$ cat src/rtl/afifo_pkg.sv
// afifo_pkg: shared constants and gray-code helpers for the async FIFO.
// The helpers work on a GRAY_MAX_W-bit container. Callers zero-extend narrower
// pointers into it and truncate the result. Leading zeros do not change either
// conversion, so one function serves every pointer width up to GRAY_MAX_W.
package afifo_pkg;

   localparam int DEFAULT_DATA_W   = 8;
   localparam int DEFAULT_ADDR_LEN = 8;
   localparam int GRAY_MAX_W       = 32;

   // Gray to binary: each binary bit is the XOR of all gray bits at or above it.
   function automatic logic [GRAY_MAX_W-1:0] gray2bin(input logic [GRAY_MAX_W-1:0] gray);
      logic [GRAY_MAX_W-1:0] bin;
      bin[GRAY_MAX_W-1] = gray[GRAY_MAX_W-1];
      for (int i = GRAY_MAX_W - 2; i >= 0; i--) begin
         bin[i] = bin[i+1] ^ gray[i];
      end
      return bin;
   endfunction

   // Binary to gray.
   function automatic logic [GRAY_MAX_W-1:0] bin2gray(input logic [GRAY_MAX_W-1:0] bin);
      return bin ^ (bin >> 1);
   endfunction

endpackage

$ cat src/rtl/afifo_obuf.sv
// afifo_obuf: DEPTH-entry circular skid buffer with push/pop and an occupancy count.
// A pop is ignored while the buffer is empty. The caller guarantees that a push
// never targets a full buffer. A push and a pop in the same cycle advance both
// pointers and leave the occupancy unchanged.
module afifo_obuf
   import afifo_pkg::*;
#(
   parameter int DATA_W = DEFAULT_DATA_W,
   parameter int DEPTH  = 3
) (
   input  logic                       rclk,
   input  logic                       rrst_n,
   input  logic                       push_i,
   input  logic [DATA_W-1:0]          push_data_i,
   input  logic                       pop_i,
   output logic [$clog2(DEPTH+1)-1:0] occ_o,
   output logic                       valid_o,
   output logic [DATA_W-1:0]          data_o
);

   localparam int PTR_W = $clog2(DEPTH);
   localparam int OCC_W = $clog2(DEPTH + 1);
   localparam logic [PTR_W-1:0] LAST_PTR = PTR_W'(DEPTH - 1);

   logic [DATA_W-1:0] mem_q [DEPTH];
   logic [DATA_W-1:0] mem_d [DEPTH];
   logic [PTR_W-1:0]  wr_ptr_q, wr_ptr_d;
   logic [PTR_W-1:0]  rd_ptr_q, rd_ptr_d;
   logic [OCC_W-1:0]  occ_q, occ_d;
   logic              do_pop;

   // Wrap by compare-and-clear so that non-power-of-two depths stay in range.
   function automatic logic [PTR_W-1:0] ptr_inc(input logic [PTR_W-1:0] p);
      return (p == LAST_PTR) ? '0 : p + 1'b1;
   endfunction

   // Next state for the storage, both pointers and the occupancy.
   always_comb begin
      // NOTE: every signal gets a default before any branch; otherwise a path that skips it infers a latch.
      do_pop   = pop_i && (occ_q != '0);
      mem_d    = mem_q;
      wr_ptr_d = wr_ptr_q;
      rd_ptr_d = rd_ptr_q;
      occ_d    = occ_q;
      if (push_i) begin
         mem_d[wr_ptr_q] = push_data_i;
         wr_ptr_d        = ptr_inc(wr_ptr_q);
      end
      if (do_pop) begin
         rd_ptr_d = ptr_inc(rd_ptr_q);
      end
      case ({push_i, do_pop})
         2'b10:   occ_d = occ_q + 1'b1;
         2'b01:   occ_d = occ_q - 1'b1;
         default: occ_d = occ_q;
      endcase
   end

   // State registers, with the storage cleared so that the idle head reads as zero.
   always_ff @(posedge rclk or negedge rrst_n) begin
      // NOTE: sequential state uses non-blocking (<=) so that every flop samples pre-edge values.
      if (!rrst_n) begin
         // NOTE: the array is reset deliberately. It is tiny, and reset must drive m_data_o to zero.
         for (int i = 0; i < DEPTH; i++) begin
            mem_q[i] <= '0;
         end
         wr_ptr_q <= '0;
         rd_ptr_q <= '0;
         occ_q    <= '0;
      end else begin
         mem_q    <= mem_d;
         wr_ptr_q <= wr_ptr_d;
         rd_ptr_q <= rd_ptr_d;
         occ_q    <= occ_d;
      end
   end

   assign occ_o   = occ_q;
   assign valid_o = (occ_q != '0);
   assign data_o  = mem_q[rd_ptr_q];

endmodule

$ cat src/rtl/afifo_rd_stream.sv
// afifo_rd_stream: rclk-domain consumer for the async FIFO.
// The block pops words through rincr_o/rempty_i and absorbs the one-cycle memory
// read latency with an in-flight flag. It presents the data as a valid/ready stream.
// A buffer of OBUF_DEPTH >= 3 entries sustains one word per cycle into a sink
// that is always ready. rincr_o depends only on registered state and rempty_i,
// never on m_ready_i.
// Optional: define AFIFO_RD_LEVEL_EN to add rptr_i/w2rptr_sync_i inputs and a
// registered read-side fill level (rlevel_o) with an almost-empty flag.
module afifo_rd_stream
   import afifo_pkg::*;
#(
   parameter int DATA_W     = DEFAULT_DATA_W,
   parameter int OBUF_DEPTH = 3
`ifdef AFIFO_RD_LEVEL_EN
   ,
   parameter int ADDR_LEN   = DEFAULT_ADDR_LEN,
   parameter int AE_THRESH  = 2
`endif
) (
   input  logic              rclk,
   input  logic              rrst_n,
   input  logic              rempty_i,
   input  logic [DATA_W-1:0] rdata_i,
   output logic              rincr_o,
   output logic              m_valid_o,
   output logic [DATA_W-1:0] m_data_o,
   input  logic              m_ready_i
`ifdef AFIFO_RD_LEVEL_EN
   ,
   input  logic [ADDR_LEN:0] rptr_i,
   input  logic [ADDR_LEN:0] w2rptr_sync_i,
   output logic [ADDR_LEN:0] rlevel_o,
   output logic              ralmost_empty_o
`endif
);

   localparam int OCC_W = $clog2(OBUF_DEPTH + 1);

   logic [OCC_W-1:0] occ;
   logic [OCC_W:0]   pending;
   logic             inflight_q, inflight_d;

   afifo_obuf #(
      .DATA_W (DATA_W),
      .DEPTH  (OBUF_DEPTH)
   ) u_obuf (
      .rclk        (rclk),
      .rrst_n      (rrst_n),
      .push_i      (inflight_q),
      .push_data_i (rdata_i),
      .pop_i       (m_ready_i),
      .occ_o       (occ),
      .valid_o     (m_valid_o),
      .data_o      (m_data_o)
   );

   // Pop only when the buffer can hold every word already requested plus this one.
   always_comb begin
      pending    = {1'b0, occ} + {{OCC_W{1'b0}}, inflight_q};
      rincr_o    = !rempty_i && (pending < (OCC_W + 1)'(OBUF_DEPTH));
      inflight_d = rincr_o;
   end

   // inflight marks the cycle in which rdata_i holds the word popped one cycle earlier.
   always_ff @(posedge rclk or negedge rrst_n) begin
      if (!rrst_n) begin
         inflight_q <= 1'b0;
      end else begin
         inflight_q <= inflight_d;
      end
   end

`ifdef AFIFO_RD_LEVEL_EN
   localparam int PTR_W = ADDR_LEN + 1;

   logic [ADDR_LEN:0] rbin, wbin;
   logic [ADDR_LEN:0] rlevel_q, rlevel_d;
   logic              ralmost_empty_q, ralmost_empty_d;

   // Convert both gray pointers. The modular difference handles pointer wrap for free.
   always_comb begin
      rbin            = PTR_W'(gray2bin(GRAY_MAX_W'(rptr_i)));
      wbin            = PTR_W'(gray2bin(GRAY_MAX_W'(w2rptr_sync_i)));
      rlevel_d        = wbin - rbin;
      ralmost_empty_d = (rlevel_d <= PTR_W'(AE_THRESH));
   end

   // Register the level and the almost-empty flag. An idle FIFO reads as empty.
   always_ff @(posedge rclk or negedge rrst_n) begin
      if (!rrst_n) begin
         rlevel_q        <= '0;
         ralmost_empty_q <= 1'b1;
      end else begin
         rlevel_q        <= rlevel_d;
         ralmost_empty_q <= ralmost_empty_d;
      end
   end

   assign rlevel_o        = rlevel_q;
   assign ralmost_empty_o = ralmost_empty_q;
`endif

endmodule
$ cat config.mk
export PLATFORM = sky130hd
export DESIGN_NAME = afifo_rd_stream
export DESIGN_NICKNAME = d
export VERILOG_FILES = /design/src/rtl/afifo_pkg.sv /design/src/rtl/afifo_obuf.sv /design/src/rtl/afifo_rd_stream.sv
export SDC_FILE = /design/constraint.sdc
export NUM_CORES = 1
export LEC_CHECK = 0
export ABC_AREA = 1
export BUFFER_PORTS_ARGS = -buffer_cell sky130_fd_sc_hd__clkbuf_2
export CORE_MARGIN = 5
export CORE_UTILIZATION = 36
export CTS_CLUSTER_SIZE = 24
export DETAILED_ROUTE_END_ITERATION = 10
export GPL_ROUTABILITY_DRIVEN = 0
export PLACE_DENSITY_LB_ADDON = 0.1
export SYNTH_ARGS = -nofsm -noshare
export SYNTH_HDL_FRONTEND = slang
export SYNTH_HIERARCHICAL = 1
export SYNTH_SLANG_ARGS = --single-unit
$ cat constraint.sdc
create_clock -name rclk -period 1.9 [get_ports rclk]
set_clock_uncertainty 0.2 [all_clocks]
set_input_delay 0.095 -clock rclk [delete_from_list [all_inputs] [get_ports rclk]]
set_output_delay 0.095 -clock rclk [all_outputs]
set_load 0.005 [all_outputs]
==> metrics.md <==
| Metric | Value |
|---|---|
| Row count | `22` |
| Antenna viol nets, final | `0` |
| Reg2Reg Setup Slack | `0.29 ns` |
| CP peak stage delay | `0.45 ns` |
| Met1 WL | `1350 um` |
| Register area | `777 um2` |
| Port buffer count | `21` |
| WL/cell | `11.6 um` |
| Final Hold Vio Count | `0` |
| Cell at the slowest stage of the critical path | `dfrtp_2` |
| Vias post-DR | `1,125` |
| FMAX | `569 MHz` |
| CP Cell Sequence | `ha_1 > ha_1 > nand2_1 > nand2_1 > inv_1 > clkbuf_2` |
| Routed WL | `2890 um` |
| Post-Syn Area | `1380 um2` |
| Later-pin clock latency in the skew report | `0.27 ns` |
| Clk buf depth | `2` |
| RSZ-0062 raised after global routing | `false` |
| Grt ovf | `0` |
| Post-synthesis register bit count | `31` |
| Worst Tran Pin Value | `0.768 ns` |
| Net Count, Synth | `177` |
| First-pass GRT wire length | `5090 um` |
| WP data required | `1.60 ns` |
| DP Wirelength | `1960 um` |
| Min Tclk post-route | `1.76 ns` |
| H-tree Lvls | `2` |
| Peak VDD IR | `626 uV` |
| Sequential-to-total area share from yosys stat | `0.564` |
| Post-synth cell types | `14` |
| Remaining DRCs | `0` |
| Share of cells above drive strength 1 | `0.173` |
| Yosys warns | `6` |
| IO Pins | `22` |
| Met2 wire length | `1390 um` |
| Crit path launch type | `flop` |
| Final setup violation count | `0` |
| CP Max Fanout | `7` |
| Initial DRC count | `35` |
| Status | `finished clean` |
| Hold WC Path Type | `primary input to async pin` |
| CP Buf/Inv Count | `2` |
| Post-CTS Setup Inserts | `0` |
| Worst r2r src | `u_obuf/occ_o[0]` |
| CTS sink count | `31` |
| Worst EP arrival | `1.46 ns` |
| Setup TNS Final | `0 ns` |
| DIE WIDTH | `71.8 um` |
| Final Max Slew Viols | `0` |
| P&R area growth vs syn | `26.1%` |
| Vias in the first global route | `1,112` |
| Mean Syn Cell Area | `8.50 um2` |
| TritonCTS clock tree | `done` |
| Period Utilization, post-route | `0.925` |
| Total power | `2.84 mW` |
| Vias/cell | `4.50` |
| First drt pass iteration count | `5` |
| Die Span Y | `71.8 um` |
| Fillers | `373` |
| Largest net degree at the start of global routing | `32` |
| # diodes | `0` |
| Clk slew on worst S/H paths | `0.06 ns` |
| Multi-input logic area | `508 um2` |
| Cts bufs inserted | `5` |
| PwrDens | `1640 nW/um2` |
| Pleak | `0.916 nW` |
| Met3 wire len | `132 um` |
| Crit path capture type | `output pin` |
| Max_cap viols | `0` |
| Starting Density | `0.373` |
| Top sig layer | `met4` |
| Initial antenna violation count | `0` |
| Nets | `216` |
| Worst rel slew slack | `0.488` |
| Die area | `5160 um2` |
| Reg-to-Reg End | `u_obuf/occ_o[1]` |
| GRT Util Overall | `0.130` |
| Crit Path Class | `flop to output pin` |
| Core Footprint | `3690 um2` |
| Finished Core Util | `0.470` |
| Synth Instances | `162` |
| CTS root buf | `clkbuf_8` |
| Top delay family on crit path | `adder cells` |
| Reg2Reg Depth | `9` |
registers in the layout (all words and copies together), names as in the netlist:
| signal | flops |
|---|---|
| inflight_q | 1 |
| u_obuf/occ_o | 2 |
| u_obuf/wr_ptr_q | 2 |
| u_obuf/rd_ptr_q | 2 |
| u_obuf/mem_q | 24 |
logic make-up after synthesis:
| kind of cell | count (synthesis) | synth area share |
|---|---|---|
| flip-flops | 31 | 0.564 |
| XOR/XNOR | 1 | 0.00636 |
| buffers and inverters | 22 | 0.0673 |
| AND/OR/NAND/NOR | 79 | 0.241 |
| adder cells (fa/ha/maj) | 3 | 0.0273 |
| AO/OA/AOI/OAI | 26 | 0.0945 |
synth_stat cells (all sizes together):
master  number  area [um2]
buf          3        21.3
dfrtp       31         776
ha           3        37.5
inv         19        71.3
nand2       62         233
nand3       12        75.1
nand4        1        6.26
nor2         4        17.5
o21ai       26         130
xnor2        1        8.76
worst reg2reg max path, stage by stage (launching register included):
cell     delay (ns)
dfrtp_1        0.41
inv_1          0.09
nand2_1        0.06
nand2_1        0.10
inv_1          0.07
ha_1           0.30
inv_1          0.09
nand3_1        0.07
nand2_1        0.06
nand2_1        0.05
where the power goes:
group,switching [mW],internal [mW]
clock network,0.223,0.256
registers,0.199,0.993
logic,0.674,0.497
worst max path at each step:
stage | startpoint | to | slack (ns) | cells past startpoint
final | inflight_q | rincr_o | 0.14 | 6
after global routing | u_obuf/rd_ptr_q[0] | m_data_o[3] | 0.02 | 5
after CTS | inflight_q | rincr_o | 0.09 | 6
after detailed placement | u_obuf/occ_o[0] | u_obuf/occ_o[1] | 0.29 | 9
after global placement | u_obuf/occ_o[0] | u_obuf/occ_o[1] | 0.36 | 9
after floorplan | u_obuf/occ_o[0] | u_obuf/occ_o[1] | 0.39 | 9
metal layers:
metal	GRT usage	vias up
li1	-	586
met3	0.0463	2
met5	0	-
met2	0.205	22
met4	0.0438	0
met1	0.164	515
stage by stage:
step / instances / hold WS, ns / worst slack [ns] / cell area, um2
after detailed placement: 231 / 0.0135 / 0.287 / 1540
after global placement: 231 / -0.000269 / 0.359 / 1540
after global routing: 250 / 0.298 / 0.0248 / 1740
after CTS: 250 / 0.250 / 0.0878 / 1730
after floorplan: 162 / -0.401 / 0.385 / 1380
final: 250 / 0.228 / 0.142 / 1740
cell usage in the layout, fill, tap and decap left out, types with 5 or more instances in the layout:
cell type / n
clkbuf_2: 21
nand3_1: 9
clkbuf_8: 5
o21ai_1: 16
nand2_1: 62
dlygate4sd3_1: 11
inv_1: 19
dfrtp_1: 30
o21ai_0: 10
final cells by class:
class                   count  share of cell area
multi-input cells         109               0.293
repair buffers             35               0.137
clock buffers               7              0.0440
flip-flops and latches     31               0.448
well taps                  48              0.0346
inverters                  19              0.0411
clock inverters             1             0.00288
what timing repair did:
action	CTS	global route
hold buffers	11	0
gates resized for setup	0	1
setup endpoints to repair	0	1
endpoints found under the hold margin	58	0
Power figures use the tool's default switching activity.
